**config.mk**
```make
export PLATFORM = sky130hd
export DESIGN_NAME = ghost_route_ctrl
export DESIGN_NICKNAME = d
export VERILOG_FILES = /design/src/rtl/ghost_route_ctrl.sv
export SDC_FILE = /design/constraint.sdc
export NUM_CORES = 1
export LEC_CHECK = 0
export ABC_AREA = 1
export CORE_MARGIN = 2
export CORE_UTILIZATION = 45
export DETAILED_ROUTE_END_ITERATION = 8
export HOLD_SLACK_MARGIN = 0.06
export SETUP_SLACK_MARGIN = 0.1
export SYNTH_ARGS = -nofsm -noshare
export SYNTH_HDL_FRONTEND = slang
export SYNTH_SLANG_ARGS = --single-unit
```
**constraint.sdc**
```tcl
create_clock -name frame_clk -period 8.7 [get_ports frame_clk]
set_input_delay 1.74 -clock frame_clk [delete_from_list [all_inputs] [get_ports frame_clk]]
set_output_delay 1.74 -clock frame_clk [all_outputs]
set_load 0.005 [all_outputs]
```
**src/rtl/ghost_route_ctrl.sv**
```systemverilog
// Ghost sprite mover: follows a run-time loadable waypoint route one step per frame,
// with wall stall, screen clamping and a timed reversed half-speed frightened mode.
module ghost_route_ctrl #(
  parameter int         START_X       = 176,
  parameter int         START_Y       = 64,
  parameter logic [1:0] START_DIR     = 2'b10,
  parameter int         SIZE          = 16,
  parameter int         STEP          = 1,
  parameter int         NUM_WP        = 8,
  parameter int         TOL           = 2,
  parameter int         X_MAX         = 639,
  parameter int         Y_MAX         = 479,
  parameter int         FRIGHT_FRAMES = 360
) (
  input  logic                      frame_clk,
  input  logic                      Reset,
  input  logic                      enable,
  input  logic                      fright_req,
  input  logic                      wall_l,
  input  logic                      wall_r,
  input  logic                      wall_d,
  input  logic                      wall_u,
  input  logic                      wp_we,
  input  logic [$clog2(NUM_WP)-1:0] wp_addr,
  input  logic [9:0]                wp_x,
  input  logic [9:0]                wp_y,
  input  logic [1:0]                wp_dir,
  output logic [9:0]                ghost_x,
  output logic [9:0]                ghost_y,
  output logic [9:0]                ghost_s,
  output logic [9:0]                x_motion,
  output logic [9:0]                y_motion,
  output logic [1:0]                dir,
  output logic                      frightened,
  output logic [$clog2(NUM_WP)-1:0] wp_idx
);

  localparam int WP_W  = $clog2(NUM_WP);
  localparam int CNT_W = (FRIGHT_FRAMES > 2) ? $clog2(FRIGHT_FRAMES) : 1;
  localparam logic [CNT_W-1:0]     FR_LOAD = CNT_W'(FRIGHT_FRAMES - 1);
  localparam logic [WP_W-1:0]      LAST_WP = WP_W'(NUM_WP - 1);
  localparam logic signed [11:0]   STEP_S  = 12'(STEP);
  localparam logic [10:0]          TOL_U   = 11'(TOL);

  typedef enum logic [1:0] {IDLE, CHASE, FRIGHT} state_t;

  function automatic logic [9:0] clamp_axis(input logic signed [11:0] v, input int lo, input int hi);
    logic signed [11:0] lo_s;
    logic signed [11:0] hi_s;
    logic signed [11:0] r;
    lo_s = 12'(lo);
    hi_s = 12'(hi);
    r    = v;
    if (v < lo_s) r = lo_s;
    else if (v > hi_s) r = hi_s;
    return r[9:0];
  endfunction

  function automatic logic [10:0] abs_diff(input logic [9:0] a, input logic [9:0] b);
    logic signed [10:0] d;
    d = $signed({1'b0, a}) - $signed({1'b0, b});
    return (d < 0) ? 11'(-d) : 11'(d);
  endfunction

  logic [9:0] tab_x   [NUM_WP];
  logic [9:0] tab_y   [NUM_WP];
  logic [1:0] tab_dir [NUM_WP];

  state_t           state_q, state_d;
  logic [CNT_W-1:0] cnt_q, cnt_d;
  logic [9:0]       x_d, y_d, xm_d, ym_d, move_x, move_y;
  logic [1:0]       dir_d;
  logic             fr_d, mode_fright, wall_hit, hit;
  logic [WP_W-1:0]  idx_d;
  logic signed [11:0] px, py;

  assign ghost_s = 10'(SIZE);

  // Table writes are allowed in every state, including IDLE.
  always_ff @(posedge frame_clk or posedge Reset) begin
    if (Reset) begin
      for (int i = 0; i < NUM_WP; i++) begin
        tab_x[i]   <= '0;
        tab_y[i]   <= '0;
        tab_dir[i] <= '0;
      end
    end else if (wp_we && (32'(wp_addr) < NUM_WP)) begin
      tab_x[wp_addr]   <= wp_x;
      tab_y[wp_addr]   <= wp_y;
      tab_dir[wp_addr] <= wp_dir;
    end
  end

  assign px  = signed'({2'b00, ghost_x});
  assign py  = signed'({2'b00, ghost_y});
  assign hit = (abs_diff(ghost_x, tab_x[wp_idx]) <= TOL_U) &&
               (abs_diff(ghost_y, tab_y[wp_idx]) <= TOL_U);
  assign mode_fright = (state_q == IDLE) ? frightened : (state_q == FRIGHT);

  always_comb begin
    move_x   = ghost_x;
    move_y   = ghost_y;
    wall_hit = 1'b0;
    unique case (dir)
      2'b00: begin move_x = clamp_axis(px - STEP_S, SIZE, X_MAX - SIZE); wall_hit = wall_l; end
      2'b01: begin move_x = clamp_axis(px + STEP_S, SIZE, X_MAX - SIZE); wall_hit = wall_r; end
      2'b10: begin move_y = clamp_axis(py + STEP_S, SIZE, Y_MAX - SIZE); wall_hit = wall_d; end
      default: begin move_y = clamp_axis(py - STEP_S, SIZE, Y_MAX - SIZE); wall_hit = wall_u; end
    endcase
  end

  always_comb begin
    state_d = state_q;
    x_d     = ghost_x;
    y_d     = ghost_y;
    xm_d    = x_motion;
    ym_d    = y_motion;
    dir_d   = dir;
    fr_d    = frightened;
    cnt_d   = cnt_q;
    idx_d   = wp_idx;
    if (!enable) begin
      state_d = IDLE;
    end else begin
      xm_d = '0;
      ym_d = '0;
      if (!mode_fright) begin
        state_d = CHASE;
        if (fright_req) begin
          state_d = FRIGHT;
          fr_d    = 1'b1;
          dir_d   = {dir[1], ~dir[0]};
          cnt_d   = FR_LOAD;
        end else if (hit) begin
          x_d   = clamp_axis(signed'({2'b00, tab_x[wp_idx]}), SIZE, X_MAX - SIZE);
          y_d   = clamp_axis(signed'({2'b00, tab_y[wp_idx]}), SIZE, Y_MAX - SIZE);
          dir_d = tab_dir[wp_idx];
          idx_d = (wp_idx == LAST_WP) ? '0 : wp_idx + 1'b1;
        end else if (!wall_hit) begin
          x_d  = move_x;
          y_d  = move_y;
          xm_d = move_x - ghost_x;
          ym_d = move_y - ghost_y;
        end
      end else begin
        state_d = FRIGHT;
        // Half speed: only frames with an even pre-edge counter move.
        if (!cnt_q[0] && !wall_hit) begin
          x_d  = move_x;
          y_d  = move_y;
          xm_d = move_x - ghost_x;
          ym_d = move_y - ghost_y;
        end
        if (fright_req) begin
          cnt_d = FR_LOAD;
        end else if (cnt_q == '0) begin
          state_d = CHASE;
          fr_d    = 1'b0;
          dir_d   = {dir[1], ~dir[0]};
        end else begin
          cnt_d = cnt_q - 1'b1;
        end
      end
    end
  end

  always_ff @(posedge frame_clk or posedge Reset) begin
    if (Reset) begin
      state_q    <= CHASE;
      cnt_q      <= '0;
      ghost_x    <= 10'(START_X);
      ghost_y    <= 10'(START_Y);
      x_motion   <= '0;
      y_motion   <= '0;
      dir        <= START_DIR;
      frightened <= 1'b0;
      wp_idx     <= '0;
    end else begin
      state_q    <= state_d;
      cnt_q      <= cnt_d;
      ghost_x    <= x_d;
      ghost_y    <= y_d;
      x_motion   <= xm_d;
      y_motion   <= ym_d;
      dir        <= dir_d;
      frightened <= fr_d;
      wp_idx     <= idx_d;
    end
  end

endmodule

```
==> results of run 1 <==
metrics by stage:
| stage | hold WS (ns) | instances | setup WS, ns |
|---|---|---|---|
| global placement | 0.4611 | 2604 | 2.970 |
| floorplan | 0.4460 | 2167 | 0.5803 |
| global route | 0.5011 | 2654 | 2.175 |
| finish | 0.4741 | 2654 | 2.843 |
| CTS | 0.4805 | 2654 | 2.859 |
| detailed placement | 0.4644 | 2604 | 2.915 |
Yosys cell counts, types with 2 or more instances:
cell type / n
buf_2: 12
inv_2: 13
nand4_1: 44
o21bai_1: 3
a31oi_1: 3
o21ai_2: 2
nand3_1: 121
nor3_1: 9
nand2_2: 13
fa_1: 4
nand3b_1: 11
nand3_2: 17
o31ai_1: 4
xor2_1: 41
o221ai_1: 8
clkbuf_1: 73
xnor2_1: 7
a22oi_1: 3
nor2_4: 4
o21a_1: 3
dfrtp_1: 227
a21o_1: 3
o21ai_1: 4
o211ai_1: 4
o21ai_0: 291
a21boi_1: 2
buf_4: 12
inv_1: 226
a21oi_1: 56
a21boi_0: 3
nor2_2: 10
dfstp_2: 6
ha_1: 51
buf_1: 4
o22ai_1: 32
nand2_1: 587
conb_1: 2
nor3b_1: 2
nor2_1: 222
a221oi_1: 2
buf_6: 5
layer usage:
layer  part of all wire (%)  GRT usage, %  vias up
li1                       -             -     7056
met1                     44         32.38     6634
met2                     48         43.53      362
met3                    5.1         3.219       86
met4                    3.0         7.632        0
met5                      0             0        -
cells by family after synthesis:
kind of cell	after synthesis	synth area share, %
DFF	233	38.41
other	2	0.04941
xor gates and xnor gates	48	2.766
adders and majority gates	55	4.725
buffers and inverters	346	9.196
and+or+nand+nor	1046	29.46
AOI/OAI and AO/OA	429	15.39
worst max-delay path, delay by kind of cell, from the launching register on:
kind / cells / cell delay [ns]
compound gates: 4 / 1.21
buf+inv: 7 / 1.32
flops: 1 / 0.38
xor+xnor: 1 / 0.16
simple gates: 10 / 2.29
fa+ha+maj: 1 / 0.38
path summary, 6_finish.rpt:
check / startpoint / endpoint / slack [ns]
worst min-delay path: x_motion[8]$_DFFE_PP0P_ / x_motion[8]$_DFFE_PP0P_ / 0.47
worst max register to register: wp_idx[0]$_DFFE_PP0P_ / ghost_y[6]$_DFFE_PP1P_ / 2.84
worst max-delay path: wp_idx[0]$_DFFE_PP0P_ / ghost_y[6]$_DFFE_PP1P_ / 2.84
min in group asynchronous: Reset / tab_y[13]$_DFFE_PP0P_ / 1.71
max in group asynchronous: Reset / wp_idx[0]$_DFFE_PP0P_ / 5.50
worst min register to register: x_motion[8]$_DFFE_PP0P_ / x_motion[8]$_DFFE_PP0P_ / 0.47
report_power, final:
group	total, uW	internal [uW]	switching, uW
registers	1490	1290	195
logic	2410	886	1520
clock network	1140	657	480
total	5030	2830	2190
registers in the layout, indices dropped and copies added (netlist names):
| signal | cells |
|---|---|
| tab_x | 80 |
| tab_y | 80 |
| tab_dir | 16 |
| ghost_x | 10 |
| ghost_y | 10 |
| x_motion | 10 |
| y_motion | 10 |
| cnt_q | 9 |
| wp_idx | 3 |
| dir | 2 |
| state_q | 2 |
| frightened | 1 |
layout make-up:
| cell class | count | area share (%) |
|---|---|---|
| clock buffer | 32 | 4.234 |
| clock inverter | 18 | 0.9653 |
| inverter | 239 | 5.287 |
| multi-input combinational | 1588 | 46.74 |
| sequential | 233 | 34.13 |
| tap | 448 | 3.276 |
| timing repair buffer | 96 | 5.367 |
==> out/results.tsv, run 1 <==
metric	value	unit
outcome	finished, final reports clean	
Startpoint Class	flop	
commonest non-fill, non-tap cell in the layout	nand2_1	
Netlist cell types	54	
Area Growth Syn to Fin	12.58	%
initial antenna violation count	0	
GPL Wtd Cong	0.9120	
IO Pins	90	
unrepaired setup endpoints after global routing	false	
WS Path Type	flop to flop	
Core ar.	33360	um2
most frequent CP cell	nand2_1	
cells after synthesis	2159	
gr usage total	24.99	%
register area	5839	um2
Die Ht	187.8	um
crit path max fanout	50	
CP cell instances	buf_4 -> inv_2 -> buf_4 -> o21ai_0 -> o22ai_1 -> inv_1 -> o21ai_0 -> inv_1 -> ha_1 -> nand2_1 -> inv_1 -> a21boi_1 -> nand3_2 -> inv_2 -> nand2_1 -> xor2_1 -> nor2_1 -> nand2_1 -> nor2_4 -> nand4_1 -> nand2_1 -> nand3_2 -> nand2_1	
mean post-synth cell area	7.040	um2
final core occ	51.28	%
Pins Over Slew Limit	0	
Fillers	3405	
routed wire length	43.62	mm
Final Hold Vio Count	0	
Starting Density	45.55	%
Slowest-stage cell, CP	nand4_1	
drt wl/cell	16.43	um
Post-synth EDFFs	0	
share of layout cells above drive strength 1	6.392	%
Detail Route Antenna Nets	0	
CP peak stage delay	0.80	ns
Final #Nets	2274	
Async SR Flop Fraction	100.0	%
worst r2r path cells	23	
Post-CTS Resized	0	
ratio of final minimum period to clock period	67.32	%
Yosys top cell area share	37.38	%
Ys Warns	0	
post-route setup TNS	0	ns
max-cap violations	0	
IO Port Bufs	79	
ANT cells	0	
Clock Sinks	233	
first-pass detailed-route iteration total	5	
fmax	170.7	MHz
first-pass GRT wire length	71.55	mm
Critical Path RT	9.19	ns
vias in the first global route	13620	
placed instance area	16220	um2
leak pwr	0.008609	uW
cts hold-fix bufs	0	
area of the multi-input gates	7998	um2
Synth area leaders	dfrtp_1 (37%), nand2_1 (14%), o21ai_0 (9.6%), inv_1 (5.6%), nor2_1 (5.5%)	
sequential area share after synthesis	38.41	%
worst-skew pair later-pin latency	0.55	ns
DRC viols	0	
crit end category	flop	
total CTS buffers	27	
final setup violation count	0	
most frequent cells in the layout	nand2_1 (587), o21ai_0 (291), dfrtp_1 (226)	
cell area after synthesis	15200	um2
Worst-path clk slew	0.06	ns
Rows	67	
clock skew	0.01667	ns
Slew Limit Headroom	18.59	%
area leader, netlist	dfrtp_1	
DR vias	14140	
Root Buffer	clkbuf_16	
Vias/cell	5.327	
HP Class	flop to flop	
post-route design area	17110	um2
Iter 0 DRT Violations	906	
Tot Pwr	5029	uW
die area	35260	um2
DP HPWL	30.55	mm
most used flip-flop cell after synthesis	dfrtp_1	
H-tree depth reported by CTS	1	
largest net degree at the start of global routing	97	
Die Wd	187.8	um
Post-CTS Setup Inserts	0	
gr ovfl total	0	
final worst path period need	5.857	ns
Longest Clk Path Bufs	3	
maximum VDD drop	0.0001583	V
register bit count reported by yosys	233	
hold depth	2	
PD cells	293.9	nW/um2
Critical Path AT	6.35	ns
Least-Margin Pin Slew	1.217	ns
CTS tree	done	
No activity file was read; power rests on OpenSTA's default activity.
==> run 2: changes to the inputs <==
==> constraint.sdc (replaced) <==
create_clock -name frame_clk -period 5.6 [get_ports frame_clk]
set_input_delay 1.12 -clock frame_clk [delete_from_list [all_inputs] [get_ports frame_clk]]
set_output_delay 1.12 -clock frame_clk [all_outputs]
set_load 0.005 [all_outputs]
==> run 2 against run 1 <==
Critical path type unchanged; clock skew rose by 0.024 ns; first-iteration DRC count rose by 1.5%; wire length rose by 1.4%; largest power group unchanged; clock power rose by 67%; combinational power rose by 61%.
==> out/results.tsv, run 2 (synthesis gave the netlist of run 1 again) <==
metric	value	unit	change
most frequent cells in the layout	nand2_1 (587), o21ai_0 (291), dfrtp_1 (226)		
Net Sw Frac	43.20	%	-0.44 points
Reg-to-Reg End	wp_idx[2]$_DFFE_PP0P_		
Fillers	3396		-0.26%
Area Growth Syn to Fin	14.60	%	
reg2reg start	wp_idx[0]$_DFFE_PP0P_		
Post-CTS Resized	0		unchanged
die area	35260	um2	unchanged
initial antenna violation count	0		unchanged
share of layout cells above drive strength 1	7.396	%	+1.0 points
first-pass detailed-route iteration total	6		+1
Startpoint Class	flop		
crit path max fanout	22		-56%
outcome	finished, final reports clean		
Core ar.	33360	um2	unchanged
ANT cells	0		unchanged
commonest non-fill, non-tap cell in the layout	nand2_1		
DRC viols	0		unchanged
total CTS buffers	28		+3.7%
clock skew	0.04111	ns	+0.02444 ns
Post-CTS Setup Inserts	0		unchanged
H-tree depth reported by CTS	1		unchanged
CTS tree	done		
gr usage total	25.11	%	+0.12 points
max-cap violations	0		unchanged
GPL Wtd Cong	0.9125		about the same
Reg2Reg Setup Slack	0.67	ns	-2.17 ns
Worst-path clk slew	0.06	ns	about the same
DP HPWL	31.18	mm	+2.1%
Critical Path RT	5.99	ns	-3.20 ns
HP Class	flop to flop		
DR vias	14230		+0.62%
Setup WS pre-CTS	0.6650	ns	-2.250 ns
crit end category	flop		
Pins Over Slew Limit	0		unchanged
Final #Nets	2299		+1.1%
Longest Clk Path Bufs	3		unchanged
hold depth	2		unchanged
Clock Sinks	233		unchanged
min setup slack post-route	0.6692	ns	-2.174 ns
drt wl/cell	16.51	um	+0.44%
biggest regs	tab_x x80, tab_y x80, tab_dir x16		
IO Port Bufs	79		unchanged
HP Start	x_motion[8]$_DFFE_PP0P_		
NetSw	3472	uW	+58%
unrepaired setup endpoints after global routing	false		
Root Buffer	clkbuf_16		
final worst path period need	4.931	ns	-0.9265 ns
placed insts	2628		+0.92%
Final Hold Vio Count	0		unchanged
post-route insts no fill	2679		+0.94%
ratio of final minimum period to clock period	88.05	%	+21 points
maximum VDD drop	0.0002507	V	+58%
Slew Limit Headroom	34.98	%	+16 points
Seq pwr share	28.1	%	-1.5 points
Die Wd	187.8	um	unchanged
worst r2r path cells	25		+8.7%
Iter 0 DRT Violations	920		+1.5%
Detail Route Antenna Nets	0		unchanged
gr ovfl total	0		unchanged
WS Path Type	flop to flop		
Clk pwr share	23.7	%	+1.1 points
IO Pins	90		unchanged
fmax	202.8	MHz	+19%
first-pass GRT wire length	71.86	mm	+0.44%
Die Ht	187.8	um	unchanged
Least-Margin Pin Slew	0.9732	ns	-0.2434 ns
PD cells	461.4	nW/um2	+57%
final setup violation count	0		unchanged
routed wire length	44.22	mm	+1.4%
leak pwr	0.008773	uW	+1.9%
final core occ	52.21	%	+0.92 points
largest net degree at the start of global routing	129		+33%
cts hold-fix bufs	0		unchanged
Starting Density	45.55	%	unchanged
Rows	67		unchanged
Vias/cell	5.310		-0.32%
post-route setup TNS	0	ns	unchanged
Critical Path AT	5.32	ns	-1.03 ns
vias in the first global route	13610		-0.095%
Hold Path Sink	x_motion[8]$_DFFE_PP0P_		
P_int	4565	uW	+61%
Comb pwr share	48.3	%	+0.5 points
worst-skew pair later-pin latency	0.58	ns	+0.03 ns
==> run 2: worst max-delay path by stage <==
stage               slack [ns]                     to                   from  cells after the start
finish                    0.67  wp_idx[2]$_DFFE_PP0P_  wp_idx[0]$_DFFE_PP0P_                     25
detailed placement        0.66  wp_idx[2]$_DFFE_PP0P_  wp_idx[0]$_DFFE_PP0P_                     25
global route              0.24  wp_idx[2]$_DFFE_PP0P_  wp_idx[0]$_DFFE_PP0P_                     25
CTS                       0.65  wp_idx[2]$_DFFE_PP0P_  wp_idx[0]$_DFFE_PP0P_                     25
global placement          0.73  wp_idx[2]$_DFFE_PP0P_  wp_idx[0]$_DFFE_PP0P_                     25
floorplan                 1.43   cnt_q[0]$_DFFE_PP0P_                  Reset                      1
==> run 2: stage by stage <==
step           area [um2]  hold slack (ns)  total power (uW)
6_report            17420           0.4723              8037
5_1_grt             17420           0.4984              8737
4_1_cts             17420           0.4793              8077
3_5_place_dp        16450           0.4643              6147
3_3_place_gp        16450           0.4607              6102
2_1_floorplan       15230           0.4460              5130
==> run 2: power by group through the flow <==
stage | clock [uW] | sequential, uW | combinational, uW
finish | 1900 | 2260 | 3880
detailed placement | 0 | 2280 | 3870
CTS | 1940 | 2250 | 3890
global placement | 0 | 2270 | 3830
global route | 2020 | 2290 | 4430
floorplan | 0 | 2190 | 2940
==> run 2: routing by layer <==
layer	vias up	routed length (um)	track usage [%]
met2	317	21560	44.05
met5	-	0	0
li1	7097	-	-
met1	6740	19860	32.93
met3	72	1672	2.564
met4	0	1127	7.087
==> run 2: critical path, stage by stage (launching register included) <==
cell and delay, ns:
dfrtp_2 0.53, inv_2 0.30, buf_4 0.32, o21ai_0 0.11, o22ai_1 0.13, nor2_1 0.06
a31oi_1 0.34, ha_1 0.30, inv_1 0.11, fa_1 0.47, inv_1 0.11, ha_1 0.17
inv_1 0.06, nor2_1 0.14, nand3_1 0.15, nor2_1 0.11, nand2_1 0.10, nand3_2 0.08
nand2_2 0.07, nor2_2 0.12, nand3_2 0.11, nor2_4 0.15, buf_4 0.27, nand3_2 0.22
nor2_1 0.17, a21oi_1 0.06
==> run 2: cell type report <==
cell class | count | area (um2) | area share [%]
inverters | 239 | 900.9 | 5.172
clock buffers | 33 | 739.5 | 4.245
multi-input cells | 1588 | 7998 | 45.92
flip-flops and latches | 233 | 5839 | 33.52
repair buffers | 120 | 1149 | 6.594
clock inverters | 18 | 231.5 | 1.329
well taps | 448 | 560.5 | 3.218
==> run 3: changes to the inputs <==
==> constraint.sdc (replaced) <==
create_clock -name frame_clk -period 5.3 [get_ports frame_clk]
set_input_delay 1.06 -clock frame_clk [delete_from_list [all_inputs] [get_ports frame_clk]]
set_output_delay 1.06 -clock frame_clk [all_outputs]
set_load 0.005 [all_outputs]
==> run 3 against run 2 <==
Final area decreased by 0.24%; clock power fell by 4%; critical path depth fell by 5; setup slack got worse by 0.11 ns; highest routed layer unchanged; clock skew is 0.0069 ns lower; non-clock buffer count grew 3; core utilization fell by 0.12 points; worst hold slack gained 0.0023 ns.
==> out/results.tsv, run 3 (synthesis gave the netlist of run 1 again) <==
metric	value	unit	change
outcome	finished, final reports clean		
Detail Route Antenna Nets	0		unchanged
Iter 0 DRT Violations	863		-6.2%
HP Class	flop to flop		
die area	35260	um2	unchanged
Critical Path RT	5.69	ns	-0.30 ns
DRC viols	0		unchanged
max-cap violations	0		unchanged
Slowest-stage cell, CP	o21ai_0		
fmax	210.9	MHz	+4.0%
initial antenna violation count	0		unchanged
PD cells	479.9	nW/um2	+4.0%
ratio of final minimum period to clock period	89.47	%	+1.4 points
Post-CTS Setup Inserts	0		unchanged
DR vias	14360		+0.96%
drt wl/cell	16.48	um	-0.15%
Final Hold Vio Count	0		unchanged
maximum VDD drop	0.0002825	V	+13%
CTS tree	done		
DP HPWL	30.95	mm	-0.74%
crit end category	flop		
Critical Path AT	5.13	ns	-0.19 ns
Die Ht	187.8	um	unchanged
Final #Nets	2302		+0.13%
Root Buffer	clkbuf_16		
unrepaired setup endpoints after global routing	false		
worst-skew pair later-pin latency	0.58	ns	about the same
Die Wd	187.8	um	unchanged
most frequent CP cell	nor2_1		
IO Pins	90		unchanged
Worst setup startpoint	wp_idx[0]$_DFFE_PP0P_		
share of layout cells above drive strength 1	7.178	%	-0.22 points
IO Port Bufs	79		unchanged
Seq pwr share	28.7	%	+0.6 points
Top delay family on crit path	compound AO/OA/AOI/OAI gates		
min setup slack post-route	0.5582	ns	-0.1110 ns
most frequent cells in the layout	nand2_1 (587), o21ai_0 (290), dfrtp_1 (226)		
leak pwr	0.008758	uW	-0.17%
post-route setup TNS	0	ns	unchanged
gr ovfl total	0		unchanged
WS Path Type	flop to flop		
Least-Margin Pin Slew	1.034	ns	+0.06072 ns
Clock Sinks	233		unchanged
Startpoint Class	flop		
Net Sw Frac	43.42	%	+0.22 points
Longest Clk Path Bufs	3		unchanged
Fillers	3407		+0.32%
H-tree depth reported by CTS	1		unchanged
final worst path period need	4.742	ns	-0.1889 ns
first-pass detailed-route iteration total	7		+1
total CTS buffers	28		unchanged
CP cell instances	inv_2 -> buf_12 -> nor2_1 -> o22ai_1 -> inv_1 -> o21ai_0 -> inv_1 -> ha_1 -> a21o_1 -> a21boi_1 -> nand3_2 -> nor2_1 -> xor2_1 -> a21boi_1 -> nand3_1 -> nor2_1 -> buf_12 -> nand3_2 -> nor2_1 -> a21oi_1		
final setup violation count	0		unchanged
commonest non-fill, non-tap cell in the layout	nand2_1		
first-pass GRT wire length	71.97	mm	+0.15%
Starting Density	45.55	%	unchanged
NetSw	3621	uW	+4.3%
ANT cells	0		unchanged
routed wire length	44.12	mm	-0.23%
largest net degree at the start of global routing	95		-26%
Slew Limit Headroom	30.90	%	-4.1 points
Clk pwr share	22.0	%	-1.7 points
P_int	4719	uW	+3.4%
crit path max fanout	55		+150%
Setup WS pre-CTS	0.5999	ns	-0.06512 ns
HP Start	x_motion[9]$_DFFE_PP0P_		
Core ar.	33360	um2	unchanged
biggest regs	tab_x x80, tab_y x80, tab_dir x16		
CP peak stage delay	0.61	ns	+0.08 ns
WP buf/inv	5		-1
clock skew	0.03420	ns	-0.006907 ns
GPL Wtd Cong	0.9298		+1.9%
Tot Pwr	8340	uW	+3.8%
reg2reg start	wp_idx[0]$_DFFE_PP0P_		
Vias/cell	5.365		+1.0%
Rows	67		unchanged
Worst-path clk slew	0.06	ns	about the same
cts hold-fix bufs	0		unchanged
Area Growth Syn to Fin	14.33	%	
Pins Over Slew Limit	0		unchanged
gr usage total	25.13	%	+0.026 points
Comb pwr share	49.4	%	+1.1 points
vias in the first global route	13750		+1.0%
final core occ	52.08	%	-0.12 points
-- run 3: timing repair --
item,4_1_cts,5_1_grt
setup endpoints to repair,0,1
gates resized for setup,0,1
endpoints found under the hold margin,0,0
-- run 3: area by class of cell --
class	count	area [um2]	area share, %
Clock buffer	42	833.3	4.795
Clock inverter	4	48.80	0.2808
Timing Repair Buffer	123	1196	6.884
Inverter	239	900.9	5.184
Tap cell	448	560.5	3.226
Sequential cell	233	5839	33.60
Multi-Input combinational cell	1588	7998	46.03
-- run 3: worst min-delay path, stage by stage, from the launching register on --
cell     delay, ns
dfrtp_1       0.34
nand2_1       0.05
nand2_1       0.05
-- run 3: final timing paths --
kind | endpoint | slack (ns) | depth (start not counted)
setup / recovery | wp_idx[2]$_DFFE_PP0P_ | 0.56 | 20
hold / removal | x_motion[9]$_DFFE_PP0P_ | 0.47 | 2
setup reg to reg | wp_idx[2]$_DFFE_PP0P_ | 0.56 | 20
hold reg to reg | x_motion[9]$_DFFE_PP0P_ | 0.47 | 2
max in group asynchronous | x_motion[4]$_DFFE_PP0P_ | 3.49 | 3
min in group asynchronous | tab_y[33]$_DFFE_PP0P_ | 0.89 | 2
-- run 3: power groups by stage --
stage | clock network (uW) | logic, uW | registers [uW]
final | 1830 | 4120 | 2390
after global routing | 1960 | 4670 | 2430
after CTS | 1880 | 4120 | 2390
after detailed placement | 0 | 4100 | 2410
after global placement | 0 | 4080 | 2410
after floorplan | 0 | 3100 | 2320
-- run 3: metrics by stage --
stage	cell area [um2]	hold slack [ns]	cells
floorplan	15230	0.4460	2167
global route	17380	0.4944	2677
global placement	16490	0.4601	2631
finish	17380	0.4746	2677
detailed placement	16490	0.4662	2631
CTS	17380	0.4814	2677
-- run 3: per-layer routing --
layer | up-vias | wire, um | part of all wire, % | GRT usage (%)
met4 | 0 | 1569 | 3.6 | 8.661
met5 | - | 0 | 0 | 0
met3 | 96 | 2215 | 5.0 | 3.519
met1 | 6791 | 19490 | 44 | 32.63
met2 | 380 | 20840 | 47 | 43.02
li1 | 7095 | - | - | -
